## src/rtl/code_decoder.sv

```systemverilog
// Sequential 2-to-4 decoder: buffers incoming priority codes in a small FIFO and drives each
// decoded one-hot value on dec_out for HOLD cycles, back-to-back when codes are queued.
module code_decoder #(
    parameter int unsigned HOLD  = 3,
    parameter int unsigned DEPTH = 2
) (
    input  logic       clk,
    input  logic       rst,
    input  logic       in_valid,
    input  logic [1:0] code_in,
    output logic       in_ready,
    output logic [3:0] dec_out,
    output logic       busy,
    output logic       done,
    output logic [3:0] level
);

    localparam int unsigned PW       = (DEPTH > 1) ? $clog2(DEPTH) : 1;
    localparam logic [3:0]  HoldLast = 4'(HOLD - 1);
    localparam logic        HoldOne  = (HOLD == 1);

    typedef enum logic [0:0] {StIdle, StDrive} state_t;

    state_t        state;
    logic [3:0]    cnt;
    logic [PW-1:0] wr_ptr;
    logic [PW-1:0] rd_ptr;
    logic [1:0]    mem [DEPTH];
    logic [1:0]    head;
    logic          push;
    logic          pop;

    function automatic logic [PW-1:0] ptr_inc(input logic [PW-1:0] p);
        return (p == PW'(DEPTH - 1)) ? '0 : p + PW'(1);
    endfunction

    // Readiness looks only at current occupancy; a same-cycle pop does not free a slot.
    assign in_ready = !rst && (level < 4'(DEPTH));
    assign push     = in_valid && in_ready;
    assign head     = mem[rd_ptr];
    // Pop whenever the FSM is about to start a new code: from idle, or at the end of a hold.
    assign pop      = (level != 4'd0) && ((state == StIdle) || (cnt == 4'd0));

    always_ff @(posedge clk) begin
        if (push) begin
            mem[wr_ptr] <= code_in;
        end
    end

    always_ff @(posedge clk) begin
        if (rst) begin
            state   <= StIdle;
            cnt     <= 4'd0;
            wr_ptr  <= '0;
            rd_ptr  <= '0;
            level   <= 4'd0;
            dec_out <= 4'd0;
            busy    <= 1'b0;
            done    <= 1'b0;
        end else begin
            if (push) begin
                wr_ptr <= ptr_inc(wr_ptr);
            end
            if (pop) begin
                rd_ptr <= ptr_inc(rd_ptr);
            end
            level <= level + 4'(push) - 4'(pop);

            // done is registered so it lines up with the final cycle that cnt reads zero.
            unique case (state)
                StIdle: begin
                    if (pop) begin
                        dec_out <= 4'b0001 << head;
                        cnt     <= HoldLast;
                        done    <= HoldOne;
                        busy    <= 1'b1;
                        state   <= StDrive;
                    end else begin
                        dec_out <= 4'd0;
                        busy    <= 1'b0;
                        done    <= 1'b0;
                    end
                end
                StDrive: begin
                    if (cnt != 4'd0) begin
                        cnt  <= cnt - 4'd1;
                        done <= (cnt == 4'd1);
                    end else if (pop) begin
                        dec_out <= 4'b0001 << head;
                        cnt     <= HoldLast;
                        done    <= HoldOne;
                    end else begin
                        dec_out <= 4'd0;
                        busy    <= 1'b0;
                        done    <= 1'b0;
                        state   <= StIdle;
                    end
                end
                default: state <= StIdle;
            endcase
        end
    end

endmodule

```

## config.mk

```make
export PLATFORM = sky130hd
export DESIGN_NAME = code_decoder
export DESIGN_NICKNAME = d
export VERILOG_FILES = /design/src/rtl/code_decoder.sv
export SDC_FILE = /design/constraint.sdc
export NUM_CORES = 1
export LEC_CHECK = 0
export ABC_AREA = 0
export CAP_MARGIN = 25
export CORE_ASPECT_RATIO = 0.6
export CORE_MARGIN = 5
export CORE_UTILIZATION = 40
export CTS_CLUSTER_DIAMETER = 120
export DETAILED_ROUTE_END_ITERATION = 10
export PLACE_DENSITY = 0.69
export SLEW_MARGIN = 20
export SYNTH_ARGS = -nofsm -noshare
export SYNTH_HDL_FRONTEND = slang
export SYNTH_SLANG_ARGS = --single-unit
```

## constraint.sdc

```tcl
create_clock -name clk -period 6.6 [get_ports clk]
set_input_delay 1.98 -clock clk [delete_from_list [all_inputs] [get_ports clk]]
set_output_delay 1.98 -clock clk [all_outputs]
set_load 0.1 [all_outputs]
```

==> results.cfg <==
[clock_tree]
cts_resized = 0
hold_buffers = 0
cts.clk_slew.worst_paths_ps = 80
cts_root_buffer = clkbuf_8
clk_path_buf_depth = 2
ctsHtreeMaxLevel = 1
cts_buffers = 3
clock_sinks = 22
cts_tree = done
cts_setup_buffers = 0
clkLatencyLatePin_ps = 260

[synthesis]
synthFlopType = dfxtp_1
synth_top_cell_area_share_pct = 33.9
yosysSeqAreaShare_pct = 45.2
synth_cell_types = 37
synthCells = 98
synth_edf_count = 4
async_reset_ff_share_pct = 0
synthTopCellsByCount = dfxtp_1 (18), inv_1 (10), nor2_1 (9), ha_1 (7)
synth_top_area_cell = dfxtp_1
synth_area_um2 = 1060
synth_fp_nets = 111
ys_ff_latch = 22
synth_most_common_cell = dfxtp_1
postSynthAreaPerCell_um2 = 10.8
synthTopCellsByArea = dfxtp_1 (34%), edfxtp_1 (11%), ha_1 (8.2%)
ys_warn_count = 0

[sta]
setup_viol = 0
finalCriticalPeriod_ps = 5570
maxSlewViolCount = 0
tightest_slew_ps = 972
finalSetupTns_ps = 0
fin_crit_sh_pct = 84.3
hold_viol_final = 0
rsz0062_at_grt = no
fin_skew_ps = 2.38
max_freq_mhz = 180
slew_headroom_pct = 35.0

[setup_path]
reg2reg_to = level[3]$_SDFF_PP0_
endpoint_kind = output pin
r2r_cells = 10
reg2reg_slack_ps = 3880
critical_path_peak_fanout = 15
cp-start-kind = primary input
reg2reg_from = cnt[0]$_SDFF_PP0_
critPathKind = primary input to output pin
cp_data_required_time_ps = 4620
cp.arrival_ps = 3590

[floorplanning]
initial_core_util_pct = 42.1
dieArea_um2 = 3820
fp.dieH_um = 49.9
die_x_um = 76.5
boundaryPins = 16
num_rows = 14
core_area_um2 = 2520

[cells_and_area]
fillCellCount = 236
n_antenna_cell = 0
regArea_um2 = 480
layout-drive-gt1-share_pct = 11.4
multi_input_area_um2 = 533
areaGrowthSynthToFinish_pct = 23.3
fin_nets = 128
stdcell_count = 146

[route]
route.detailed.drc = 0
wl_per_cell_um = 14.4
dr.pass1.iters = 4
viasPerCell = 5.21
vias = 761
antenna_left = 0
drtIter0Drc = 67
wirelength_mm = 2.10

[global_route]
grt_first_pass_wirelength_mm = 3.32
grt-ovfl-total = 0
track_usage_pct = 10.8
grt_pass1_vias = 691
grt_max_degree = 16
antenna_found_initial = 0

[placed_design]
gp_congestion = 0.785
dp_cells = 142
hpwl_mm = 1.55
portBuffers = 15

[job]
maxCapViolCount = 0

[hold_path]
min_path_cells = 1
hold_path.class = flip-flop to flip-flop
hp-start = dec_out[3]$_SDFFE_PP0P_
whs_endpoint = dec_out[3]$_SDFFE_PP0P_

[status]
status = completed
through the flow:
step | hold slack, ps | util [%] | cell area [µm²] | worst slack (ps)
finish | 502 | 51.9 | 1310 | 1030
global route | 538 | 51.9 | 1310 | 930
CTS | 509 | 51.9 | 1310 | 1030
detailed placement | 489 | 49.1 | 1240 | 1040
global placement | 481 | 49.1 | 1240 | 1110
floorplan | 493 | - | 1060 | 1810
kinds of logic (layout without fill, tap and decap cells):
group                      count (synthesis)  after routing  share of synthesized area, %
AOI/OAI and AO/OA                         18             18                          14.3
xor gates and xnor gates                   2              2                          1.65
buffers and inverters                     13             29                          4.59
adders and majority gates                  8              8                          10.1
and+or+nand+nor                           30             30                          18.4
DFF                                       22             22                          45.2
muxes                                      5              5                          5.77
state kept, by name, summed over array words and instances, names as in the netlist, named ones only:
| signal | flops |
|---|---|
| mem | 4 |
| state | 1 |
| level | 4 |
| dec_out | 4 |
| cnt | 4 |
| done | 1 |
| rd_ptr | 1 |
| wr_ptr | 1 |
| busy | 1 |
placed cells by master (no fill, tap or decap), types with 2 or more instances in the layout:
| cell type | Yosys | layout |
|---|---|---|
| a21oi_1 | 3 | 3 |
| clkbuf_8 | 0 | 3 |
| edfxtp_1 | 4 | 4 |
| mux2i_1 | 2 | 2 |
| nor2b_1 | 4 | 4 |
| and2_1 | 2 | 2 |
| ha_1 | 7 | 7 |
| and3_1 | 2 | 2 |
| o21ai_0 | 3 | 3 |
| dfxtp_1 | 18 | 18 |
| nor2_1 | 9 | 9 |
| nand3_1 | 2 | 2 |
| inv_1 | 10 | 10 |
| clkdlybuf4s50_1 | 0 | 14 |
| mux2_4 | 2 | 2 |
| a32o_1 | 4 | 4 |
| xor2_1 | 2 | 2 |
worst max-delay path, cell delays in order:
cell,delay [ps]
clkdlybuf4s50_1,820
inv_1,290
and3_1,260
buf_4,230
how the worst max path moves through the flow:
| stage | from | endpoint | slack [ps] | depth (start not counted) |
|---|---|---|---|---|
| after floorplan | rst | in_ready | 1810 | 2 |
| after global placement | rst | in_ready | 1110 | 4 |
| after detailed placement | rst | in_ready | 1040 | 4 |
| after CTS | rst | in_ready | 1030 | 4 |
| after global routing | rst | in_ready | 930 | 4 |
| final | rst | in_ready | 1030 | 4 |
final cells by class:
cell class	count	share of cell area (%)
clock buffers	3	3.15
clock inverters	1	2.29
inverters	10	2.87
multi-input cells	63	40.7
flip-flops and latches	22	36.7
well taps	32	3.06
repair buffers	15	11.3
routing by layer:
| metal | vias to the layer above | GRT usage (%) | part of all wire (%) |
|---|---|---|---|
| met2 | 17 | 15.6 | 39 |
| li1 | 382 | - | - |
| met3 | 2 | 4.36 | 6.1 |
| met4 | 0 | 1.74 | 0.57 |
| met1 | 360 | 15.3 | 54 |
| met5 | - | 0 | 0 |
Power is not shown: default switching activity piles up to over one toggle a cycle in this logic, so the estimate is an artifact.
